==> config.mk <==
export PLATFORM = sky130hd
export DESIGN_NAME = instruction_cache
export DESIGN_NICKNAME = d
export VERILOG_FILES = /design/src/rtl/instruction_cache.sv
export SDC_FILE = /design/constraint.sdc
export NUM_CORES = 1
export LEC_CHECK = 0
export CAP_MARGIN = 20
export CORE_MARGIN = 2
export CORE_UTILIZATION = 44
export DETAILED_ROUTE_END_ITERATION = 12
export GPL_TIMING_DRIVEN = 1
export PLACE_DENSITY = 0.59
export SYNTH_ARGS = -nofsm -noshare
export SYNTH_HDL_FRONTEND = slang
export SYNTH_SLANG_ARGS = --single-unit
==> constraint.sdc <==
create_clock -name clk -period 23.2 [get_ports clk]
set_input_delay 3.48 -clock clk [delete_from_list [all_inputs] [get_ports clk]]
set_output_delay 3.48 -clock clk [all_outputs]
set_load 0.05 [all_outputs]
==> src/rtl/instruction_cache.sv <==
// instruction_cache
//   Direct-mapped, read-only instruction cache between the PC and instruction
//   memory. A hit returns the addressed word combinationally in the same
//   cycle. A miss raises busywait, fetches the whole 16-byte block for the
//   latched {tag,index}, installs it, and then serves the word from the
//   following IDLE cycle.
//
//   Optional feature: define INSTR_CACHE_STATS_EN to add saturating 16-bit
//   hit/miss counters. Without it those ports do not exist.
//
// Ports
//   clk           in   rising-edge clock
//   reset         in   synchronous, active-low reset
//   pc            in   32-bit byte address; bits [1:0] and bits above the tag ignored
//   instruction   out  32-bit word, valid while busywait is low
//   busywait      out  stall request to the PC
//   mem_read      out  block read request to instruction memory
//   mem_address   out  block address {tag,index}
//   mem_readdata  in   128-bit block, word 0 in [31:0]
//   mem_busywait  in   memory not ready; data valid when low during mem_read
//   hit_count     out  (INSTR_CACHE_STATS_EN) IDLE cycles that hit
//   miss_count    out  (INSTR_CACHE_STATS_EN) IDLE->MEM_READ transitions
//
// State | meaning
//   IDLE     | serve hits; on a miss latch {tag,index} and start a refill
//   MEM_READ | hold mem_read high until memory drops mem_busywait, then install

module instruction_cache #(
  parameter int INDEX_BITS = 3,
  parameter int TAG_BITS   = 3
) (
  input  logic                           clk,
  input  logic                           reset,
  input  logic [31:0]                    pc,
  output logic [31:0]                    instruction,
  output logic                           busywait,
  output logic                           mem_read,
  output logic [TAG_BITS+INDEX_BITS-1:0] mem_address,
  input  logic [127:0]                   mem_readdata,
  input  logic                           mem_busywait
`ifdef INSTR_CACHE_STATS_EN
  ,
  output logic [15:0]                    hit_count,
  output logic [15:0]                    miss_count
`endif
);

  localparam int LINES   = 1 << INDEX_BITS;
  localparam int BLK_MSB = 4 + INDEX_BITS + TAG_BITS - 1;

  typedef enum logic {IDLE, MEM_READ} state_t;

  state_t                 state;
  logic [LINES-1:0]       valid;
  logic [TAG_BITS-1:0]    tags [LINES];
  logic [127:0]           data [LINES];

  logic [1:0]             offset;
  logic [INDEX_BITS-1:0]  index;
  logic [TAG_BITS-1:0]    tag;
  logic                   hit;
  logic [127:0]           line;
  logic [31:0]            word;
  logic                   refill;

  // mem_address doubles as the miss register: it is loaded on the miss
  // and held for the whole refill, so pc changes cannot redirect the fetch.
  logic [INDEX_BITS-1:0]  miss_index;
  logic [TAG_BITS-1:0]    miss_tag;

  logic                   unused_pc;

  assign offset     = pc[3:2];
  assign index      = pc[4+INDEX_BITS-1:4];
  assign tag        = pc[BLK_MSB:4+INDEX_BITS];
  assign unused_pc  = ^{pc[1:0], pc[31:BLK_MSB+1]};

  assign miss_index = mem_address[INDEX_BITS-1:0];
  assign miss_tag   = mem_address[TAG_BITS+INDEX_BITS-1:INDEX_BITS];

  assign hit    = valid[index] && (tags[index] == tag);
  assign line   = data[index];
  assign refill = reset && (state == MEM_READ) && !mem_busywait;

  always_comb begin
    word = 32'h0;
    case (offset)
      2'd0: word = line[31:0];
      2'd1: word = line[63:32];
      2'd2: word = line[95:64];
      2'd3: word = line[127:96];
      default: word = 32'h0;
    endcase
  end

  // Both outputs are held at zero during reset so the PC sees a clean start.
  always_comb begin
    busywait    = 1'b0;
    instruction = 32'h0;
    if (reset) begin
      instruction = word;
      busywait    = (state == MEM_READ) || !hit;
    end
  end

  always_ff @(posedge clk) begin
    if (!reset) begin
      state       <= IDLE;
      valid       <= '0;
      mem_read    <= 1'b0;
      mem_address <= '0;
`ifdef INSTR_CACHE_STATS_EN
      hit_count   <= 16'h0;
      miss_count  <= 16'h0;
`endif
    end else begin
      case (state)
        IDLE: begin
          if (!hit) begin
            mem_address <= {tag, index};
            mem_read    <= 1'b1;
            state       <= MEM_READ;
`ifdef INSTR_CACHE_STATS_EN
            if (miss_count != 16'hFFFF) miss_count <= miss_count + 16'd1;
`endif
          end
`ifdef INSTR_CACHE_STATS_EN
          else if (hit_count != 16'hFFFF) begin
            hit_count <= hit_count + 16'd1;
          end
`endif
        end
        MEM_READ: begin
          if (!mem_busywait) begin
            valid[miss_index] <= 1'b1;
            mem_read          <= 1'b0;
            state             <= IDLE;
          end
        end
        default: state <= IDLE;
      endcase
    end
  end

  // Line storage needs no reset: the valid bits gate every use of it.
  always_ff @(posedge clk) begin
    if (refill) begin
      data[miss_index] <= mem_readdata;
      tags[miss_index] <= miss_tag;
    end
  end

endmodule

# After elaboration in Yosys (flattened, before gate mapping)
# Memories as Yosys holds them, arrays and structs flattened.
# Index checks and enable logic that the tools add are counted.
# totals
reg_bits	16
ram_bits	1048
inputBits	163
out_inout_bits	40
wordCells	45
n_memories	2
# mem_list
name	words	width	read_ports	rd_ports_with_merged_regs	wr	line_no	text
data	8	128	1	0	1	56	logic [127:0] data [LINES];
tags	8	3	1	0	1	55	logic [TAG_BITS-1:0] tags [LINES];
# classes
magnitude_cmp	3
n_eq_ne	6
mux	15
bitwise	4
reduce_logical	11
# op_table
operator	count
$pmux W32 S4	1
$mux W32	1
$mux W1	9
$lt A3 B4 Y1 const B	2
$or A8 B8 Y8	1
$reduce_and A2 Y1	3
$eq A2 B2 Y1 const B	2
$logic_and A1 B1 Y1	4
$ne A2 B2 Y1 const B	2
$pmux W1 S2	2
$bmux W1 S3	1
$demux W1 S3	1
$eq A3 B3 Y1	1
$ge A3 B1 Y1 const B	1
$not A1 Y1	3
$eq A2 B1 Y1 const B	1
$logic_not A1 Y1	2
$logic_not A2 Y1	1
$logic_or A1 B1 Y1	1

# Depth between registers and ports, before layout
# depth
depth_word	6
depth_mapped	8
mapped_depth_nobuf	5

# Least setup slack after synthesis
# OpenSTA, ideal clock, no wires.
# synth_timing
path_kind	input -> register
startpoint	in mem_busywait
endpoint	mem data[1][0], enable pin
setup_time_ns	0.783
arrival_time_ns	12.695
required_time_ns	22.417
setup_slack_ns	9.722
path_stages	3
path_buffers	0
cell_sequence	nor2b_1 nand3_1 nor3_1
# synth_between
elab_chain_cells	4
# synth_rtl
element	line_no	text
start: declaration	40	input logic mem_busywait
$logic_not A1 Y1	--	
$logic_and A1 B1 Y1	83	assign refill = reset && (state == MEM_READ) && !mem_busywait;
$mux W1	147	if (refill) begin
$mux W1 (implied by the code)	148	data[miss_index] <= mem_readdata;
end: declaration	56	
# Every way passes these cells.

# Worst setup path after layout
# layout_timing
startpoint	in pc[5]
endpoint	out instruction[7]
# layout_between
elab_chain_cells	3
# layout_rtl
element	line_no	text
start: declaration	34	input logic [31:0] pc,
$mem_v2 Z8 W128	--	
$pmux W32 S4	87	case (offset)
$mux W32	100	if (reset) begin
end: declaration	35	output logic [31:0] instruction,
# Every way passes these cells.

==> out/metrics.cfg <==
[synthesis]
ys_types = 31
synth.cells.most_frequent = 1,048 x edfxtp_1, 257 x mux4_2, 114 x mux2i_1
synth-edff-count = 1048
synth_top_area_share_pct = 77.26
avgSynthCellArea_um2 = 23.77
synth_top_area_cell = edfxtp_1
synth_area_leaders = edfxtp_1 77%, mux4_2 14%, mux2i_1 2.8%
ys_ff_latch = 1064
async_reset_ff_share_pct = 0
synth.cell_area_um2 = 40740
ys_warn_count = 0
seq_area_frac_synth_pct = 78.04
yosysMostFrequentCell = edfxtp_1
synth_flop_cell = edfxtp_1
syn-num-nets = 1877
netlist_instances = 1714

[drt]
wl_per_cell_um = 28.25
viasPerCell = 5.706
drtPass1Iterations = 5
vias = 18344
antenna_left = 0
drtIter0Drc = 1788
route.detailed.drc = 0
wl_um = 90820

[hold_path]
hold_end = valid[3]
min-delay-start = valid[3]
hp-class = reg -> reg
hold_depth = 1

[worst_setup_path]
rrSetupSlack_ns = 19.12
setup.worst_path.start_class = input pin
r2r_end = data[1][85]
reg2reg_depth = 6
arrival_ns = 8.76
critPathMaxStageDelay_ns = 0.94
rr_startpoint = state
crit_fanout = 77
worstPathCellList = buf_8 > buf_4 > buf_4 > buf_4 > mux4_2 > mux2i_1 > o22ai_1 > o221a_2 > clkdlybuf4s50_1
end_kind = primary output
critPathKind = in -> out
cp_data_required_time_ns = 19.72
crit_top_cell = buf_4
critPathSlowestCell = buf_4

[sta]
maxSlewViolCount = 0
rsz0062_at_grt = false
setup_viol = 0
period_needed_ns = 12.24
max_freq_ghz = 0.08170
setup_slack_ns = 10.96
clock_skew_ns = 0.01411
fin_crit_sh_pct = 52.76
slew_headroom_pct = 23.37
hold_viol = 0
fin_setup_tns_ns = 0
worst_pin_slew_ns = 1.149

[final_layout]
area_delta_synth_final_pct = 16.16
final_nets = 2103
utilization_pct = 51.62
layout-drive-gt1-share_pct = 25.20

[clock_network]
post_cts_buffers = 0
cts_hold_buffers = 0
cts_max_path_buffers = 3
cts_buffers = 110
cts_tree = yes
htree_levels = 3
cts_resized = 0
insertion_delay_ns = 0.67
path_clk_slew_ns = 0.06
clkSinkCount = 1064
root_buffer = clkbuf_16

[floorplanning]
dieArea_um2 = 95030
die_h_um = 308.3
row_count = 111
die_w_um = 308.3
initial_utilization_pct = 44.44
ios = 203
core_um2 = 91660

[power]
powerDensity_nw_per_um2 = 85.82
ir_worst_vdd_uv = 64.50
p_leak_nw = 15.02

[run_status]
status = finished, final reports clean

[grt]
grt_usage_pct = 19.35
grt_max_degree = 131
antenna_found_initial = 13
grt_pass1_vias = 19406
grt_pass1_wl_um = 132400
grt_overflow = 0

[placement]
io_buffers = 178
gp_congestion = 0.7211
dp_slack_ns = 10.68
hpwlAfterDp_um = 48100

[flow_run]
cap_viol_max_count = 0

how the worst max path moves through the flow:
stage | from | end | slack (ns) | cells past startpoint
after floorplan | mem_busywait | data[1][0] | 9.72 | 3
after global routing | pc[5] | instruction[7] | 10.66 | 9
final | pc[5] | instruction[7] | 10.96 | 9
after CTS | pc[5] | instruction[7] | 10.66 | 9
after detailed placement | pc[5] | instruction[7] | 10.68 | 9
after global placement | pc[5] | instruction[7] | 10.71 | 9
critical path, delay by kind of cell:
kind,cells,cell delay [ns]
buffers and inverters,5,3.92
AOI/OAI and AO/OA,2,0.77
muxes,2,0.47
area by class of cell:
class,instances,area (um^2)
fillers,7129,44350
flip-flops and latches,1064,31790
multi-input cells,552,8477
clock buffers,137,2897
repair buffers,212,2073
well taps,1186,1484
clock inverters,63,593.1
diodes,1,2.502
registers in the layout, summed over array words and instances (netlist names):
name and count:
mem_address 6, tags 24, state 1, mem_read 1, data 1024, valid 8
through the flow:
stage               hold slack [ns]  instances  power, mW  cell area, um^2
floorplan                    0.4211       1714      2.310            40740
global placement             0.4273       3014      2.398            43820
detailed placement           0.4372       3014      2.403            43820
CTS                          0.4512       3214      4.107            47310
global route                 0.4644       3214      4.190            47310
finish                       0.4507       3215      4.061            47320
routing by layer:
metal	global-route usage, %	part of all wire (%)	vias to the layer above
met2	32.22	50	466
li1	-	-	7859
met4	5.105	2.1	18
met3	3.559	5.5	134
met5	0	0.14	-
met1	26.44	42	9867
cells by family after synthesis:
| family | Yosys count | share of synthesized area, % |
|---|---|---|
| AND/OR/NAND/NOR | 33 | 0.3778 |
| flip-flops | 1064 | 78.04 |
| XOR/XNOR | 3 | 0.06451 |
| buffers and inverters | 98 | 1.290 |
| AO/OA/AOI/OAI | 108 | 2.046 |
| multiplexers | 408 | 18.18 |
report_power, final:
part	internal, mW	switching (mW)	leakage [nW]
Sequential	2.13	0.00437	9.58
Clock	1.00	0.701	1.70
Combinational	0.0971	0.130	3.74
Total	3.23	0.835	15.0
placed cells by master (no fill, tap or decap), types with 6 or more instances in the layout:
| cell type | instances |
|---|---|
| a21o_1 | 8 |
| a21oi_1 | 32 |
| buf_4 | 31 |
| bufinv_16 | 11 |
| clkbuf_1 | 25 |
| clkbuf_16 | 112 |
| clkdlybuf4s50_1 | 172 |
| clkinv_1 | 24 |
| clkinv_2 | 20 |
| dfxtp_1 | 16 |
| edfxtp_1 | 1048 |
| mux2_2 | 33 |
| mux2i_1 | 114 |
| mux4_2 | 257 |
| nand2_1 | 13 |
| nor2_4 | 6 |
| o221a_1 | 13 |
| o221a_2 | 19 |
| o22ai_1 | 32 |
Note: power is estimated with default switching activity, not from simulation.
